--- config.mk ---
export PLATFORM = sky130hd
export DESIGN_NAME = rx_frame_deserializer
export DESIGN_NICKNAME = d
export VERILOG_FILES = /design/src/rtl/rx_pkg.sv /design/src/rtl/rx_sync_match.sv /design/src/rtl/rx_frame_deserializer.sv
export SDC_FILE = /design/constraint.sdc
export NUM_CORES = 1
export LEC_CHECK = 0
export CELL_PAD_IN_SITES_DETAIL_PLACEMENT = 1
export CELL_PAD_IN_SITES_GLOBAL_PLACEMENT = 2
export CORE_MARGIN = 5
export CORE_UTILIZATION = 38
export DETAILED_ROUTE_END_ITERATION = 12
export PLACE_DENSITY_LB_ADDON = 0.1
export SLEW_MARGIN = 20
export SYNTH_ARGS = -nofsm -noshare
export SYNTH_HDL_FRONTEND = slang
export SYNTH_HIERARCHICAL = 1
export SYNTH_SLANG_ARGS = --single-unit
--- constraint.sdc ---
create_clock -name clk_high -period 3 [get_ports clk_high]
set_input_delay 0.45 -clock clk_high [delete_from_list [all_inputs] [get_ports clk_high]]
set_output_delay 0.45 -clock clk_high [all_outputs]
set_load 0.02 [all_outputs]
--- src/rtl/rx_pkg.sv ---
`default_nettype none
// ============================================================================
//  Module   : rx_pkg
//  Purpose  : Shared types and constants for the receive frame deserializer.
//             State encoding, default sync pattern and counter widths.
//  Revision : 1.0  initial release
// ============================================================================
package rx_pkg;

    typedef enum logic [1:0] {
        HUNT   = 2'd0,
        DATA   = 2'd1,
        PARITY = 2'd2
    } rx_state_t;

    localparam logic [7:0] SYNC_WORD_DEFAULT = 8'hA5;
    localparam int         BYTE_W            = 8;
    localparam int         BYTE_CNT_W        = 9;

endpackage
`default_nettype wire

--- src/rtl/rx_sync_match.sv ---
`default_nettype none
// ============================================================================
//  Module   : rx_sync_match
//  Purpose  : Serial shift register plus sync-word detector.
//  Ports    : clk_high, rst (async, active-low)
//             sample_en, din  - bit strobe and serial data
//             hunt            - detector armed (FSM in HUNT)
//             clear           - end of frame: empty register, restart fill
//             sreg            - registered shift contents
//             shifted         - {sreg[6:0], din}, value after this strobe
//             hit             - combinational match on this strobe
//             match           - registered copy of hit (frame_start timing)
//  Revision : 1.0  initial release
// ============================================================================
module rx_sync_match
    import rx_pkg::*;
#(
    parameter logic [7:0] SYNC_WORD = SYNC_WORD_DEFAULT
) (
    input  logic              clk_high,
    input  logic              rst,
    input  logic              sample_en,
    input  logic              din,
    input  logic              hunt,
    input  logic              clear,
    output logic [BYTE_W-1:0] sreg,
    output logic [BYTE_W-1:0] shifted,
    output logic              hit,
    output logic              match
);

    // Saturates at 8; only the >=7 threshold matters, so 4 bits suffice.
    logic [3:0] fill_cnt;

    assign shifted = {sreg[BYTE_W-2:0], din};

    // The fill gate stops a short pattern from matching against the zeros
    // left in the register after reset or after a frame ends.
    assign hit = hunt && sample_en && (fill_cnt >= 4'd7) && (shifted == SYNC_WORD);

    always_ff @(posedge clk_high or negedge rst) begin
        if (!rst) begin
            sreg     <= '0;
            fill_cnt <= 4'd0;
            match    <= 1'b0;
        end else begin
            match <= hit;
            if (clear) begin
                sreg     <= '0;
                fill_cnt <= 4'd0;
            end else if (sample_en) begin
                sreg <= shifted;
                if (hunt && fill_cnt != 4'd8) begin
                    fill_cnt <= fill_cnt + 4'd1;
                end
            end
        end
    end

endmodule
`default_nettype wire

--- src/rtl/rx_frame_deserializer.sv ---
`default_nettype none
// ============================================================================
//  Module   : rx_frame_deserializer
//  Purpose  : Hunts for a sync word on a strobed serial line, then assembles
//             a length-prefixed frame of MSB-first bytes.
//  Ports    : clk_high, rst (async, active-low), sample_en, din, frame_len
//             byte_out/byte_valid - assembled byte and its one-cycle strobe
//             frame_start         - pulse on sync detect
//             frame_done          - pulse with the last byte of a frame
//             sync_lock           - level, high while not hunting
//             parity_err          - only when RX_PARITY_CHECK_EN is defined
//  Options  : RX_PARITY_CHECK_EN adds an even-parity bit after each byte.
//  Revision : 1.0  initial release
// ============================================================================
module rx_frame_deserializer
    import rx_pkg::*;
#(
    parameter logic [7:0] SYNC_WORD = SYNC_WORD_DEFAULT,
    parameter int         DATA_W    = BYTE_W
) (
    input  logic              clk_high,
    input  logic              rst,
    input  logic              sample_en,
    input  logic              din,
    input  logic [7:0]        frame_len,
    output logic [DATA_W-1:0] byte_out,
    output logic              byte_valid,
    output logic              frame_start,
    output logic              frame_done,
`ifdef RX_PARITY_CHECK_EN
    output logic              parity_err,
`endif
    output logic              sync_lock
);

    rx_state_t             state;
    logic [2:0]            bit_cnt;
    logic [BYTE_CNT_W-1:0] byte_cnt;

    logic [BYTE_W-1:0]     sreg;
    logic [BYTE_W-1:0]     shifted;
    logic                  hit;
    logic                  frame_end;
    logic                  last_byte;

    assign last_byte = (byte_cnt == 9'd1);

`ifdef RX_PARITY_CHECK_EN
    assign frame_end = sample_en && (state == PARITY) && last_byte;
`else
    assign frame_end = sample_en && (state == DATA) && (bit_cnt == 3'd7) && last_byte;
    // Only the parity path needs the pre-shift register contents.
    logic [BYTE_W-1:0] unused_sreg;
    assign unused_sreg = sreg;
`endif

    rx_sync_match #(
        .SYNC_WORD (SYNC_WORD)
    ) u_sync (
        .clk_high  (clk_high),
        .rst       (rst),
        .sample_en (sample_en),
        .din       (din),
        .hunt      (state == HUNT),
        .clear     (frame_end),
        .sreg      (sreg),
        .shifted   (shifted),
        .hit       (hit),
        .match     (frame_start)
    );

    always_ff @(posedge clk_high or negedge rst) begin
        if (!rst) begin
            state      <= HUNT;
            bit_cnt    <= 3'd0;
            byte_cnt   <= '0;
            byte_out   <= '0;
            byte_valid <= 1'b0;
            frame_done <= 1'b0;
            sync_lock  <= 1'b0;
`ifdef RX_PARITY_CHECK_EN
            parity_err <= 1'b0;
`endif
        end else begin
            byte_valid <= 1'b0;
            frame_done <= 1'b0;
`ifdef RX_PARITY_CHECK_EN
            parity_err <= 1'b0;
`endif
            if (hit) begin
                state     <= DATA;
                sync_lock <= 1'b1;
                bit_cnt   <= 3'd0;
                byte_cnt  <= (frame_len == 8'd0) ? 9'd256 : {1'b0, frame_len};
            end else if (sample_en) begin
                case (state)
                    DATA: begin
                        bit_cnt <= bit_cnt + 3'd1;
                        if (bit_cnt == 3'd7) begin
`ifdef RX_PARITY_CHECK_EN
                            state <= PARITY;
`else
                            byte_out   <= shifted;
                            byte_valid <= 1'b1;
                            byte_cnt   <= byte_cnt - 9'd1;
                            if (last_byte) begin
                                frame_done <= 1'b1;
                                sync_lock  <= 1'b0;
                                state      <= HUNT;
                            end
`endif
                        end
                    end
`ifdef RX_PARITY_CHECK_EN
                    PARITY: begin
                        // sreg still holds the data byte; din is its parity bit.
                        byte_out   <= sreg;
                        byte_valid <= 1'b1;
                        parity_err <= ^{sreg, din};
                        byte_cnt   <= byte_cnt - 9'd1;
                        if (last_byte) begin
                            frame_done <= 1'b1;
                            sync_lock  <= 1'b0;
                            state      <= HUNT;
                        end else begin
                            state <= DATA;
                        end
                    end
`endif
                    default: ;
                endcase
            end
        end
    end

endmodule
`default_nettype wire
==> results.md <==
| Item | This run |
|---|---|
| R2r startpoint | byte_cnt[3] |
| Level count of the clock H-tree | 2 |
| Arr. time, crit path | 2470 ps |
| Stage delay of the slowest cell on the critical path | 660 ps |
| Final Hold Fails | 0 |
| Clock Pin Slew Worst Setup and Hold Paths | 70 ps |
| First-pass detailed-route iteration total | 3 |
| Leakage power total | 0.00103 µW |
| Worst hold path endpoint | byte_out[6] |
| Vias | 1210 |
| Diode count | 0 |
| Total number of cells along the worst setup path | 8 |
| Pin count of the biggest net entering global routing | 36 |
| Final worst path period share | 75.6% |
| Total Nets Final | 201 |
| Min-Delay Startpoint | byte_out[6] |
| Clk Latency, worst-skew pair | 280 ps |
| Largest fanout of any net on the critical path | 23 |
| Actual slew at the worst max-slew pin | 472 ps |
| Number of cells on the worst hold path | 1 |
| Highest Clock Rate | 0.441 GHz |
| Cell Area, Synth | 1710 µm² |
| Count of filler cells inserted in the layout | 468 |
| R2R cell count | 6 |
| Area post-placement | 2000 µm² |
| Most common library cell in the layout ignoring fill and taps | sky130_fd_sc_hd__dfrtp_1 |
| Clock buffers created by TritonCTS | 5 |
| Number of buffer and inverter instances along the worst setup path | 2 |
| Post_cts resized | 0 |
| Final global-route overflow total | 0 |
| Placed Instances | 228 |
| Avg WL per Cell | 15.6 µm |
| Row Count | 24 |
| Slowest CP cell | sky130_fd_sc_hd__clkdlybuf4s50_1 |
| Final TNS setup | 0 ps |
| Worst min-delay path class | flop to flop |
| Crit path cell chain | clkdlybuf4s50_1 > nand2_4 > nor4_2 > buf_4 > nor2b_1 > and3_1 > a211oi_1 > a211oi_2 |
| Final instance area | 2130 µm² |
| Post CTS Setup Buffer Count | 0 |
| Most frequent cells in the layout | 35 x sky130_fd_sc_hd__dfrtp_1, 23 x sky130_fd_sc_hd__clkdlybuf4s50_1, 17 x sky130_fd_sc_hd__nor2_1 |
| RSZ-0062 raised after global routing | no |
| DRC violation total after the first TritonRoute iteration | 60 |
| Total Die Area | 5950 µm² |
| Starting density of the core | 39.3% |
| Area occupied by registers | 876 µm² |
| Delay-heaviest family, CP | buffers and inverters |
| Global-route wire length before repair | 6380 µm |
| Final Routed Wirelength | 3680 µm |
| Gr usage total | 13.6% |
| Multi-input gate area in the final layout | 773 µm² |
| # Max-Cap Violations | 0 |
| Category of the critical setup timing path | primary input to flop |
| Result of the run | completed |
| Final Wtd Congestion | 0.715 |
| Final non-filler cell total | 236 |
| DRC | 0 |
| Synth warn | 6 |
| CTS Sinks | 35 |
| Worst reg2reg path endpoint | u_sync/fill_cnt[0] |
| Number of nets still failing antenna checks after routing | 0 |
| Setup-failing EPs final | 0 |
| Post-CTS Hold Buffers | 0 |
| Post-DP HPWL | 2710 µm |
| Slew margin rel. | 68.2% |
| Number of placed I/O pins | 24 |
| Startpoint of the most critical setup path | sample_en |
| Die Span Y | 77.1 µm |
| Core Area | 4350 µm² |
| Critical Path RT | 3200 ps |
| CTS tree | done |
| Avg Synthesized Cell Area | 10.9 µm² |
| Port Buffer Count | 23 |
| Kind of start point of the critical path | primary input |
| Clock period minus worst slack | 2270 ps |
| Via/cell ratio | 5.13 |
| Worst VDD drop | 0.000559 V |
| Number of buffers on the longest clock path | 2 |
| Vias in the first global route | 1322 |
| Post-synthesis instance total | 157 |
| Register-to-register path setup slack | 870 ps |
| Total nets after synthesis | 175 |
| Die W | 77.1 µm |
| Setup Skew | 3.58 ps |
| Max-slew violation count | 0 |
| Layout cell share with drive strength beyond 1 | 16.3% |
| Layout area overhead | 24.5% |
| Sort of element at the end of the critical path | flop |
| Clock tree root driver cell | sky130_fd_sc_hd__clkbuf_8 |
| Pwr per Cell Area | 653 nW/µm² |
| Initial antenna violation count | 0 |
area by class of cell:
class / instances / share of cell area [%]
timing repair buffer: 26 / 11.8
inverter: 8 / 1.41
sequential: 35 / 41.1
tap: 52 / 3.05
multi-input combinational: 107 / 36.2
clock buffer: 5 / 3.23
clock inverter: 3 / 3.17
power breakdown:
| part | leakage (µW) | internal (µW) | switching (µW) |
|---|---|---|---|
| sequential | 0.000464 | 543 | 81.3 |
| combinational | 0.000499 | 130 | 135 |
| clock | 0.0000644 | 331 | 171 |
| total | 0.00103 | 1000 | 388 |
worst max path at each step:
stage	to	slack, ps
after floorplan	byte_cnt[6]	890
after global placement	byte_cnt[8]	550
after detailed placement	byte_cnt[8]	430
after CTS	byte_cnt[8]	710
after global routing	byte_cnt[8]	590
final	byte_cnt[8]	730
flip-flops by register name, summed over array words and instances, names as in the netlist:
register         cells
bit_cnt              3
byte_out             8
byte_cnt             9
state                1
u_sync/match         1
u_sync/fill_cnt      4
frame_done           1
byte_valid           1
u_sync/sreg          7
layer usage:
| metal | track usage (%) | vias to the layer above | wire, µm |
|---|---|---|---|
| li1 | - | 591 | - |
| met1 | 16.6 | 596 | 1600 |
| met2 | 22.5 | 17 | 1900 |
| met3 | 4.22 | 6 | 123 |
| met4 | 4.64 | 0 | 51 |
| met5 | 0 | - | 0 |
metrics by stage:
stage	power, µW	setup WS (ps)	hold slack (ps)	util (%)
after floorplan	806	888	154	-
after global placement	882	554	493	45.9
after detailed placement	901	430	496	45.9
after CTS	1420	713	514	49.0
after global routing	1490	591	544	49.0
final	1390	732	507	49.0
(Power assumes the default switching activity.)
